===== config.mk =====
export PLATFORM = sky130hd
export DESIGN_NAME = alu_share_ctrl
export DESIGN_NICKNAME = d
export VERILOG_FILES = /design/src/rtl/alu_share_ctrl.sv
export SDC_FILE = /design/constraint.sdc
export NUM_CORES = 1
export LEC_CHECK = 0
export BUFFER_PORTS_ARGS = -buffer_cell sky130_fd_sc_hd__clkbuf_2
export CORE_UTILIZATION = 35
export CTS_CLUSTER_DIAMETER = 120
export DETAILED_ROUTE_END_ITERATION = 8
export GPL_TIMING_DRIVEN = 0
export PLACE_DENSITY_LB_ADDON = 0.3
export SLEW_MARGIN = 5
export SYNTH_ARGS = -nofsm -noshare
export SYNTH_HDL_FRONTEND = slang
export SYNTH_SLANG_ARGS = --single-unit

===== constraint.sdc =====
create_clock -name clk -period 3.32 [get_ports clk]
set_input_delay 0.332 -clock clk [delete_from_list [all_inputs] [get_ports clk]]
set_output_delay 0.332 -clock clk [all_outputs]
set_load 0.02 [all_outputs]

===== src/rtl/alu_share_ctrl.sv =====
// Shares one combinational ALU between two requesters (EX stage, aux unit); mul holds EXEC for MUL_CYCLES.
// Define ALU_SHARE_RR_EN for round-robin arbitration; otherwise requester 0 has fixed priority.
module alu_share_ctrl #(
   parameter int MUL_CYCLES = 3
) (
   input  logic        clk,
   input  logic        reset,
   input  logic [1:0]  req_valid,
   output logic [1:0]  req_ready,
   input  logic [9:0]  req_op,
   input  logic [63:0] req_a,
   input  logic [63:0] req_b,
   output logic [1:0]  rsp_valid,
   input  logic [1:0]  rsp_ready,
   output logic [31:0] rsp_result,
   output logic        rsp_zero,
   output logic [4:0]  alu_op,
   output logic [31:0] alu_data1,
   output logic [31:0] alu_data2,
   input  logic [31:0] alu_out,
   input  logic        alu_zero,
   output logic        busy
);

   localparam int CNT_W = (MUL_CYCLES > 1) ? $clog2(MUL_CYCLES) : 1;
   localparam logic [CNT_W-1:0] MUL_LOAD = CNT_W'(MUL_CYCLES - 1);
   localparam logic [CNT_W-1:0] CNT_ONE  = CNT_W'(1);
   localparam logic [CNT_W-1:0] CNT_ZERO = CNT_W'(0);
   localparam logic [4:0]       OP_MUL   = 5'd3;

   typedef enum logic [1:0] {
      S_IDLE = 2'd0,
      S_EXEC = 2'd1,
      S_RESP = 2'd2
   } state_t;

   state_t            state_q;
   logic              grant_q;
   logic [4:0]        op_q;
   logic [31:0]       a_q;
   logic [31:0]       b_q;
   logic [CNT_W-1:0]  cnt_q;
   logic [31:0]       result_q;
   logic              zero_q;
   logic [1:0]        rsp_valid_q;
   logic              busy_q;
`ifdef ALU_SHARE_RR_EN
   logic              last_q;
`endif

   logic              grant_d;
   logic              accept_d;
   logic [4:0]        op_d;
   logic [31:0]       a_d;
   logic [31:0]       b_d;

   // Arbitration, ready handshake and operand selection for the granted requester
   always_comb begin
      grant_d = 1'b0;
      if (req_valid == 2'b11) begin
`ifdef ALU_SHARE_RR_EN
         grant_d = ~last_q;
`else
         grant_d = 1'b0;
`endif
      end else if (req_valid[1]) begin
         grant_d = 1'b1;
      end else begin
         grant_d = 1'b0;
      end

      accept_d = (state_q == S_IDLE) && (req_valid != 2'b00);

      req_ready = 2'b00;
      if (accept_d) begin
         req_ready = grant_d ? 2'b10 : 2'b01;
      end else begin
         req_ready = 2'b00;
      end

      op_d = grant_d ? req_op[9:5]  : req_op[4:0];
      a_d  = grant_d ? req_a[63:32] : req_a[31:0];
      b_d  = grant_d ? req_b[63:32] : req_b[31:0];
   end

   // Sequencer: accept, hold ALU inputs through EXEC, capture result, wait for response handshake
   always_ff @(posedge clk) begin
      if (reset) begin
         state_q     <= S_IDLE;
         grant_q     <= 1'b0;
         op_q        <= 5'd0;
         a_q         <= 32'd0;
         b_q         <= 32'd0;
         cnt_q       <= CNT_ZERO;
         result_q    <= 32'd0;
         zero_q      <= 1'b0;
         rsp_valid_q <= 2'b00;
         busy_q      <= 1'b0;
`ifdef ALU_SHARE_RR_EN
         last_q      <= 1'b1;
`endif
      end else begin
         case (state_q)
            S_IDLE: begin
               if (accept_d) begin
                  grant_q <= grant_d;
                  op_q    <= op_d;
                  a_q     <= a_d;
                  b_q     <= b_d;
                  cnt_q   <= (op_d == OP_MUL) ? MUL_LOAD : CNT_ZERO;
                  busy_q  <= 1'b1;
                  state_q <= S_EXEC;
`ifdef ALU_SHARE_RR_EN
                  last_q  <= grant_d;
`endif
               end
            end
            S_EXEC: begin
               if (cnt_q != CNT_ZERO) begin
                  cnt_q <= cnt_q - CNT_ONE;
               end else begin
                  result_q    <= alu_out;
                  zero_q      <= alu_zero;
                  rsp_valid_q <= grant_q ? 2'b10 : 2'b01;
                  state_q     <= S_RESP;
               end
            end
            S_RESP: begin
               // Only the granted requester's rsp_ready closes the response
               if (rsp_ready[grant_q]) begin
                  rsp_valid_q <= 2'b00;
                  op_q        <= 5'd0;
                  a_q         <= 32'd0;
                  b_q         <= 32'd0;
                  busy_q      <= 1'b0;
                  state_q     <= S_IDLE;
               end
            end
            default: begin
               rsp_valid_q <= 2'b00;
               op_q        <= 5'd0;
               a_q         <= 32'd0;
               b_q         <= 32'd0;
               cnt_q       <= CNT_ZERO;
               busy_q      <= 1'b0;
               state_q     <= S_IDLE;
            end
         endcase
      end
   end

   assign rsp_valid  = rsp_valid_q;
   assign rsp_result = result_q;
   assign rsp_zero   = zero_q;
   assign alu_op     = op_q;
   assign alu_data1  = a_q;
   assign alu_data2  = b_q;
   assign busy       = busy_q;

endmodule


==> results of run 1 <==
layout by cell type (no fill, tap or decap), types with 2 or more instances in the layout:
cell type	instances
nand3b_1	6
nand2_1	171
and3_1	2
dfxtp_1	110
a22o_1	53
buf_1	8
o21bai_1	4
clkbuf_16	9
nor2b_1	3
clkinv_2	3
a22oi_1	17
buf_6	7
inv_1	2
o2bb2ai_1	17
o211a_1	2
clkbuf_8	2
clkbuf_1	19
and3b_1	2
nor2_1	4
buf_2	20
a21oi_1	39
clkbuf_2	281
a21boi_0	2
and2_1	2
o21ai_0	52
worst paths after layout:
kind	depth (start not counted)	endpoint	slack (ps)	from
setup / recovery	5	req_ready[0]	1260	req_valid[0]
hold reg to reg	2	rsp_result[1]$_SDFFE_PP0P_	450	rsp_result[1]$_SDFFE_PP0P_
hold / removal	3	rsp_result[7]$_SDFFE_PP0P_	200	alu_out[7]
setup reg to reg	5	alu_data1[28]$_SDFFE_PP0P_	1620	grant_q$_SDFFE_PP0P_
through the flow:
stage | setup slack [ps] | cells | power, W | cell area [sq um] | hold slack, ps
finish | 1260 | 1023 | 0.00364 | 6550 | 203
global route | 1160 | 1023 | 0.00384 | 6550 | 196
CTS | 1250 | 1023 | 0.00368 | 6550 | 192
detailed placement | 1250 | 1007 | 0.00259 | 6240 | 447
global placement | 1280 | 1007 | 0.00258 | 6240 | 442
floorplan | 1700 | 554 | 0.00220 | 4620 | 468
registers in the layout, summed over array words and instances (netlist names):
name	flops
alu_data2	32
rsp_valid	2
alu_data1	32
rsp_result	32
state_q	2
alu_op	5
busy	1
cnt_q	2
rsp_zero	1
grant_q	1
layout make-up:
class                   count  share of cell area [%]
plain buffers              53                    4.22
clock buffers              12                    3.92
clock inverters             4                   0.688
inverters                   2                   0.115
multi-input cells         389                    32.6
flip-flops and latches    110                    33.6
well taps                 172                    3.29
repair buffers            281                    21.5
cell families (layout without fill, tap and decap cells):
family | after synthesis | count (layout) | share of synthesized area (%)
and+or+nand+nor | 197 | 197 | 17.7
AOI/OAI and AO/OA | 189 | 189 | 27.8
DFF | 110 | 110 | 47.6
buffers and inverters | 55 | 352 | 6.14
adders and majority gates | 1 | 1 | 0.271
xor gates and xnor gates | 1 | 1 | 0.189
muxes | 1 | 1 | 0.217
critical path, cell delays in order:
cell and delay, ps:
buf_2 210, buf_2 310, clkbuf_1 450, and2_1 240
clkbuf_2 190
layer usage:
layer,track usage (%),vias up,part of all wire [%]
met4,9.54,0,2.8
met5,0,-,0
met2,35.2,183,47
li1,-,2519,-
met1,24.6,2201,44
met3,3.71,25,5.8
power by group through the flow:
stage | registers (W) | logic, W | clock network (W)
final | 0.00156 | 0.000988 | 0.00109
after global routing | 0.00158 | 0.00109 | 0.00117
after CTS | 0.00156 | 0.000997 | 0.00112
after detailed placement | 0.00159 | 0.000994 | 0
after global placement | 0.00159 | 0.000989 | 0
after floorplan | 0.00177 | 0.000432 | 0
synth_stat cells (2+ instances only):
cell	n	area, sq um
a21boi_0	2	15.0
a21oi_1	39	195
a22o_1	53	464
a22oi_1	17	128
and2_1	2	12.5
and3_1	2	12.5
and3b_1	2	17.5
buf_1	8	30.0
buf_2	20	100
buf_6	7	78.8
clkbuf_1	18	67.6
dfxtp_1	110	2200
inv_1	2	7.51
nand2_1	171	642
nand3b_1	6	45.0
nor2_1	4	15.0
nor2b_1	3	18.8
o211a_1	2	20.0
o21ai_0	52	260
o21bai_1	4	30.0
o2bb2ai_1	17	149
==> metrics.cfg, run 1 <==
[drt]
wirelength_mm = 14.3
drt_iter0_markers = 188
ant_nets = 0
route.detailed.drc = 0
routedWlPerCell_um = 14.0
vias = 4928
viasPerCell = 4.82
drtPass1Iterations = 4

[global_routing]
grt_pass1_vias = 4440
antenna_found_initial = 0
grt_pass1_wl_mm = 21.5
grt_overflow = 0
grt.total_usage_pct = 20.4
grt_max_degree = 17

[pwr]
leakage_nw = 3.21
internal-power_w = 0.00249
ir_drop_v = 0.000287
power.density_nw_per_um2 = 556
seqPwrFrac_pct = 43.0
swShare_pct = 31.6
power.switching_w = 0.00115
p_comb_share_pct = 27.1
clock_power_share_pct = 29.9

[status]
status = completed

[clock_network]
cts.clk_slew.worst_paths_ps = 70
clockBufferDepth = 2
post_cts_resized = 0
ctsRootBufferMaster = clkbuf_16
cts.sinks = 110
hold_buffers = 0
cts_max_level = 3
tritoncts = yes
cts_made_buffers = 9
clk_latency_ps = 350
post-cts-setup-buffers = 0

[synthesis]
yosysSeqAreaShare_pct = 47.6
async_flop_share_pct = 0
synth_warnings = 0
ys_ff_latch = 110
synth_enable_flop_cells = 0
yosysUniqueCellTypes = 34
synth_cells = 554
syn_avg_cell_area_sq_um = 8.35
ys.flop_type = dfxtp_1
synth_fp_nets = 732
syn_area_sq_um = 4620

[setup_path]
startpoint_type = primary input
arrival_ps = 1730
required_ps = 2990
cp-end-kind = output port
critPathKind = primary input to output port
crit_path_max_fanout = 10

[timing]
max_freq_mhz = 484
hold_viol = 0
max-slew-margin-rel_pct = 61.8
tightest_slew_ps = 569
setup_tns_ps = 0
finalCriticalPeriod_ps = 2060
finalMaxSlewViolations = 0
finClkSkew_ps = 8.99
setup_viol = 0
fin_crit_sh_pct = 62.2
rsz0062_at_grt = no

[hold_path]
min_path_type = primary input to register

[placed_design]
gp_congestion = 0.798
place_hpwl_mm = 11.0
port-buffer-count = 281

[die]
initial_core_util_pct = 36.2
row_count = 41
io_pins = 284
die_w_um = 117
die-area_sq_um = 13700
coreArea_sq_um = 12800
die_y_um = 117

[finish]
final_nets = 1024
antennaDiodeCount = 0
seqCellArea_sq_um = 2200
drive_above_1_share_pct = 38.3
syn_to_final_growth_pct = 41.6
nFillCells = 1319
final_util_pct = 51.2
multi_input_area_sq_um = 2140

[run]
drv_cap = 0

No activity file was read; power rests on OpenSTA's default activity.
==> run 2: changes to the inputs <==
--- a/config.mk
+++ b/config.mk
@@ -5,6 +5,7 @@
 export SDC_FILE = /design/constraint.sdc
 export NUM_CORES = 1
 export LEC_CHECK = 0
+export ABC_AREA = 1
 export BUFFER_PORTS_ARGS = -buffer_cell sky130_fd_sc_hd__clkbuf_2
 export CORE_UTILIZATION = 35
 export CTS_CLUSTER_DIAMETER = 120
==> constraint.sdc (replaced) <==
create_clock -name clk -period 1.9 [get_ports clk]
set_input_delay 0.19 -clock clk [delete_from_list [all_inputs] [get_ports clk]]
set_output_delay 0.19 -clock clk [all_outputs]
set_load 0.02 [all_outputs]
==> metrics.cfg, run 2 <==
[setup_path]
crit_path_max_fanout = 10  ; unchanged
timing.rr.end = rsp_result[26]$_SDFFE_PP0P_
timing.critical_path.mode_cell = nand2_1
required_ps = 2110  ; -880 ps
crit_family = buffers and inverters
path_buf_inv = 3  ; -1
reg2reg_from = cnt_q[0]$_SDFFE_PP0P_
cp_slowest_stage_delay_ps = 300  ; -150 ps
arrival_ps = 1860  ; +130 ps
slowest_stage = dfxtp_1
cp-end-kind = register
ff2ff_setup_slack_ps = 250  ; -1370 ps
crit_chain = inv_1 -> ha_1 -> clkbuf_1 -> nand2_1 -> buf_2 -> nand2_1 -> a21oi_1
cp-startpoint = cnt_q[0]$_SDFFE_PP0P_
startpoint_type = register
critPathKind = register to register
ff2ff_path_depth = 7  ; +2

[global_routing]
grt_pass1_wl_mm = 25.4  ; +18%
grt_max_degree = 16  ; -1
grt.total_usage_pct = 23.0  ; +2.6 points
antenna_found_initial = 0  ; unchanged
grt_overflow = 0  ; unchanged
grt_pass1_vias = 5156  ; +16%

[timing]
setup_viol = 0  ; unchanged
finClkSkew_ps = 7.98  ; -1.01 ps
max-slew-margin-rel_pct = 64.2  ; +2.3 points
holdWs_ps = 89.5  ; -113 ps
finalMaxSlewViolations = 0  ; unchanged
finalCriticalPeriod_ps = 1650
tightest_slew_ps = 538  ; -31.7 ps
fin_crit_sh_pct = 86.9
rsz0062_at_grt = no
max_freq_mhz = 606
setup_tns_ps = 0  ; unchanged
hold_viol = 0  ; unchanged

[finish]
drive_above_1_share_pct = 34.7  ; -3.6 points
antennaDiodeCount = 0  ; unchanged
nFillCells = 1343  ; +1.8%
final_util_pct = 51.2  ; about the same
final_nets = 1140  ; +11%
final_common_cell = clkbuf_2
final_cell_mix = clkbuf_2, nor2_1, nand2_1
syn_to_final_growth_pct = 40.3

[drt]
route.detailed.drc = 0  ; unchanged
routedWlPerCell_um = 14.0  ; about the same
drtPass1Iterations = 6  ; +2
wirelength_mm = 15.9  ; +11%
viasPerCell = 4.73  ; -1.9%
drt_iter0_markers = 263  ; +40%
vias = 5365  ; +8.9%
ant_nets = 0  ; unchanged

[clock_network]
cts.sinks = 110  ; unchanged
tritoncts = yes
hold_buffers = 0  ; unchanged
post_cts_resized = 0  ; unchanged
ctsRootBufferMaster = clkbuf_16
post-cts-setup-buffers = 0  ; unchanged
cts_made_buffers = 9  ; unchanged
clockBufferDepth = 2  ; unchanged
cts_max_level = 3  ; unchanged
clk_latency_ps = 350  ; about the same
cts.clk_slew.worst_paths_ps = 70  ; about the same

[synthesis]
yosysUniqueCellTypes = 20  ; -41%
synth_warnings = 0  ; unchanged
async_flop_share_pct = 0  ; unchanged
netlist.area_leader.share_pct = 47.0  ; -0.61 points
syn_avg_cell_area_sq_um = 6.99  ; -16%
synth_cells = 670  ; +21%
syn_area_sq_um = 4680  ; +1.3%
synth_enable_flop_cells = 0  ; unchanged
synth_top_cell_by_area = dfxtp_1
ys_ff_latch = 110  ; unchanged
ys_top_cells_by_count = nor2_1, nand2_1, dfxtp_1
synth_fp_nets = 848  ; +16%
yosysMostFrequentCell = nor2_1
yosysSeqAreaShare_pct = 47.0  ; -0.61 points
ys.flop_type = dfxtp_1
synth_area_leaders = dfxtp_1, a21oi_1, nor2_1

[placed_design]
port-buffer-count = 281  ; unchanged
place_hpwl_mm = 12.3  ; +12%
gp_congestion = 0.821  ; +2.8%

[run]
drv_cap = 0  ; unchanged

[pwr]
ir_drop_v = 0.000488  ; +70%
p_comb_share_pct = 31.6  ; +4.5 points
leakage_nw = 3.20  ; -0.17%
clock_power_share_pct = 27.0  ; -2.9 points
power.switching_w = 0.00233  ; +100%
seqPwrFrac_pct = 41.4  ; -1.6 points
power.density_nw_per_um2 = 1010  ; +82%
internal-power_w = 0.00433  ; +74%
swShare_pct = 35.0  ; +3.3 points

[die]
row_count = 41  ; unchanged
die-area_sq_um = 13800  ; +1.3%
initial_core_util_pct = 36.5  ; +0.32 points
coreArea_sq_um = 12800  ; +0.40%
io_pins = 284  ; unchanged
die_w_um = 118  ; +0.64%
die_y_um = 118  ; +0.64%

[hold_path]
min_to = rsp_result[14]$_SDFFE_PP0P_
whs_path_depth = 3  ; unchanged
hp-start = alu_out[14]
min_path_type = primary input to register

[status]
status = completed

-- run 2: cell count changes after synthesis, sizes merged, moves of 15 or more --
cell     delta
a21oi      +70
a22o       -53
a22oi      -17
inv        +15
nand2      -42
nand3      +43
nor2      +135
o2bb2ai    -17
-- run 2: layout make-up --
cell class / count / area, sq um / area share, %
Timing Repair Buffer: 281 / 1410 / 21.4
Multi-Input combinational cell: 492 / 2170 / 33.0
Tap cell: 172 / 215 / 3.27
Sequential cell: 110 / 2200 / 33.5
Inverter: 17 / 63.8 / 0.971
Buffer: 51 / 251 / 3.83
Clock buffer: 10 / 229 / 3.48
Clock inverter: 2 / 37.5 / 0.571
-- run 2: worst register-to-register path: stages, from the launching register on --
cell and delay, ps:
dfxtp_1 300, inv_1 80, ha_1 150, clkbuf_1 300, nand2_1 280, buf_2 270, nand2_1 80, a21oi_1 50
-- run 2: how the worst max path moves through the flow --
stage | to | slack, ps | cells after the start
3_5_place_dp | rsp_result[26]$_SDFFE_PP0P_ | 250 | 7
2_1_floorplan | rsp_result[10]$_SDFFE_PP0P_ | 610 | 7
6_report | rsp_result[26]$_SDFFE_PP0P_ | 250 | 7
5_1_grt | rsp_result[25]$_SDFFE_PP0P_ | 50 | 7
3_3_place_gp | rsp_result[24]$_SDFFE_PP0P_ | 240 | 7
4_1_cts | rsp_result[26]$_SDFFE_PP0P_ | 230 | 7
-- run 2: metrics by stage --
stage	setup WS (ps)	area (sq um)	total power [W]	instances
after floorplan	609	4680	0.00414	670
after global placement	239	6300	0.00491	1123
after detailed placement	252	6300	0.00492	1123
after CTS	230	6570	0.00673	1135
after global routing	46.3	6570	0.00707	1135
final	249	6570	0.00666	1135
-- run 2: cell families after synthesis --
logic type / Yosys count / synth area share (%)
simple gates: 315 / 27.0
flops: 110 / 47.0
buf+inv: 68 / 6.73
compound gates: 176 / 18.9
fa+ha+maj: 1 / 0.267
-- run 2: power by group through the flow --
| stage | sequential (W) | clock, W | combinational [W] |
|---|---|---|---|
| final | 0.00276 | 0.00180 | 0.00211 |
| after global routing | 0.00279 | 0.00194 | 0.00235 |
| after CTS | 0.00276 | 0.00184 | 0.00213 |
| after detailed placement | 0.00280 | 0 | 0.00212 |
| after global placement | 0.00279 | 0 | 0.00212 |
| after floorplan | 0.00313 | 0 | 0.00101 |
-- run 2: per-layer routing --
| layer | track usage, % | vias to the layer above | part of all wire (%) |
|---|---|---|---|
| met1 | 27.3 | 2355 | 42 |
| li1 | - | 2778 | - |
| met2 | 40.1 | 210 | 48 |
| met4 | 9.21 | 0 | 2.1 |
| met3 | 4.84 | 22 | 7.3 |
| met5 | 0 | - | 0 |
==> run 3: changes to the inputs <==
--- a/config.mk
+++ b/config.mk
@@ -6,10 +6,10 @@
 export NUM_CORES = 1
 export LEC_CHECK = 0
 export ABC_AREA = 1
-export BUFFER_PORTS_ARGS = -buffer_cell sky130_fd_sc_hd__clkbuf_2
 export CORE_UTILIZATION = 35
 export CTS_CLUSTER_DIAMETER = 120
 export DETAILED_ROUTE_END_ITERATION = 8
+export DONT_BUFFER_PORTS = 1
 export GPL_TIMING_DRIVEN = 0
 export PLACE_DENSITY_LB_ADDON = 0.3
 export SLEW_MARGIN = 5
==> metrics.cfg, run 3 (same netlist as run 2, synthesis figures left out) <==
[status]
status = completed

[global_routing]
grt_pass1_wl_mm = 24.0  ; -5.7%
grt_max_degree = 17  ; +1
grt_pass1_vias = 4526  ; -12%
grt_overflow = 0  ; unchanged
antenna_found_initial = 1  ; +1
grt.total_usage_pct = 22.2  ; -0.82 points

[setup_path]
arrival_ps = 1930  ; +70 ps
endpoint = rsp_result[24]$_SDFFE_PP0P_
cp-end-kind = register
cp-startpoint = cnt_q[0]$_SDFFE_PP0P_
timing.rr.end = rsp_result[24]$_SDFFE_PP0P_
startpoint_type = register
reg2reg_from = cnt_q[0]$_SDFFE_PP0P_
critPathKind = register to register
crit_path_max_fanout = 10  ; unchanged
ff2ff_path_depth = 7  ; unchanged
ff2ff_setup_slack_ps = 180  ; -70 ps
required_ps = 2110  ; about the same

[timing]
setup_viol = 0  ; unchanged
setup_tns_ps = 0  ; unchanged
max_freq_mhz = 581  ; -4.1%
finalMaxSlewViolations = 0  ; unchanged
hold_viol = 0  ; unchanged
max-slew-margin-rel_pct = 62.4  ; -1.8 points
finClkSkew_ps = 7.45  ; -0.529 ps
finalCriticalPeriod_ps = 1720  ; +69.8 ps
fin_crit_sh_pct = 90.5  ; +3.7 points
tightest_slew_ps = 564  ; +26.9 ps
rsz0062_at_grt = no

[die]
initial_core_util_pct = 36.5  ; unchanged
die_w_um = 118  ; unchanged
coreArea_sq_um = 12800  ; unchanged
die_y_um = 118  ; unchanged
row_count = 41  ; unchanged
io_pins = 284  ; unchanged
die-area_sq_um = 13800  ; unchanged

[drt]
wirelength_mm = 15.4  ; -2.8%
viasPerCell = 5.18  ; +9.5%
drt_iter0_markers = 285  ; +8.4%
vias = 4575  ; -15%
routedWlPerCell_um = 17.4  ; +25%
route.detailed.drc = 0  ; unchanged
ant_nets = 0  ; unchanged
drtPass1Iterations = 5  ; -1

[placed_design]
gp_congestion = 0.824  ; +0.41%
place_hpwl_mm = 11.7  ; -5.1%
port-buffer-count = 0  ; -100%

[pwr]
power.total_w = 0.00623  ; -6.5%
leakage_nw = 2.10  ; -34%
ir_drop_v = 0.000424  ; -13%
power.density_nw_per_um2 = 1150  ; +14%

[clock_network]
cts_max_level = 3  ; unchanged
cts.sinks = 110  ; unchanged
clockBufferDepth = 2  ; unchanged
hold_buffers = 25  ; +25
cts_made_buffers = 9  ; unchanged
post-cts-setup-buffers = 0  ; unchanged
ctsRootBufferMaster = clkbuf_16
clk_latency_ps = 350  ; about the same
cts.clk_slew.worst_paths_ps = 70  ; about the same
tritoncts = yes
post_cts_resized = 0  ; unchanged

[finish]
final_nets = 884  ; -22%
final_cell_mix = nor2_1, nand2_1, dfxtp_1
final_common_cell = nor2_1
syn_to_final_growth_pct = 15.5
drive_above_1_share_pct = 7.74  ; -27 points

[run]
drv_cap = 0  ; unchanged

[hold_path]
min_path_type = primary input to register

[run 3: cell types whose count changed in the layout (fill, tap and decap cells not counted)]
cell	before	now
clkinv_2	0	3
diode_2	0	1
clkinvlp_4	1	0
clkbuf_1	20	22
clkbuf_2	281	0
dlygate4sd3_1	0	25
bufinv_16	1	0
clkinv_4	0	1
[run 3: report_power, final]
part           leakage [nW]  total, W  switching, W  internal, W
Combinational          1.07   0.00137      0.000897     0.000473
Clock                 0.130   0.00170      0.000817     0.000887
Sequential            0.904   0.00316      0.000553      0.00260
Total                  2.10   0.00623       0.00227      0.00396
[run 3: final cells by class]
type / count / area [sq um]
diodes: 1 / 2.50
plain buffers: 51 / 251
clock buffers: 12 / 236
clock inverters: 4 / 23.8
fillers: 1322 / 7410
inverters: 17 / 63.8
multi-input cells: 492 / 2170
flip-flops and latches: 110 / 2200
well taps: 172 / 215
repair buffers: 25 / 250
[run 3: stage by stage]
stage | hold WS (ps) | instances | utilization, % | worst slack [ps] | instance area [sq um]
after global placement | 360 | 842 | 38.2 | 249 | 4900
after floorplan | 355 | 670 | - | 609 | 4680
after global routing | 3.11 | 884 | 42.2 | 41.3 | 5410
after detailed placement | 365 | 842 | 38.2 | 194 | 4900
final | 18.9 | 884 | 42.2 | 180 | 5410
after CTS | 0.783 | 883 | 42.2 | 186 | 5410
[run 3: worst min-delay path by stage]
stage | from | end | slack [ps] | depth (start not counted)
floorplan | alu_out[0] | rsp_result[0]$_SDFFE_PP0P_ | 350 | 2
global placement | alu_out[3] | rsp_result[3]$_SDFFE_PP0P_ | 360 | 2
detailed placement | alu_zero | rsp_zero$_SDFFE_PP0P_ | 370 | 2
CTS | alu_out[19] | rsp_result[19]$_SDFFE_PP0P_ | 0.8 | 2
global route | alu_out[24] | rsp_result[24]$_SDFFE_PP0P_ | 3 | 2
finish | alu_out[19] | rsp_result[19]$_SDFFE_PP0P_ | 20 | 2
[run 3: critical path, stage by stage (launching register included)]
cell and delay [ps]:
dfxtp_1 300, inv_1 90, ha_1 150, clkbuf_1 320
nand2_1 300, buf_2 280, nand2_1 90, a21oi_1 70
[run 3: metal layers]
| layer | vias up | wire length [um] | global-route usage [%] |
|---|---|---|---|
| li1 | 2263 | - | - |
| met2 | 217 | 7730 | 39.4 |
| met5 | - | 0 | 0 |
| met1 | 2080 | 6080 | 25.2 |
| met3 | 15 | 1380 | 5.91 |
| met4 | 0 | 230 | 8.41 |
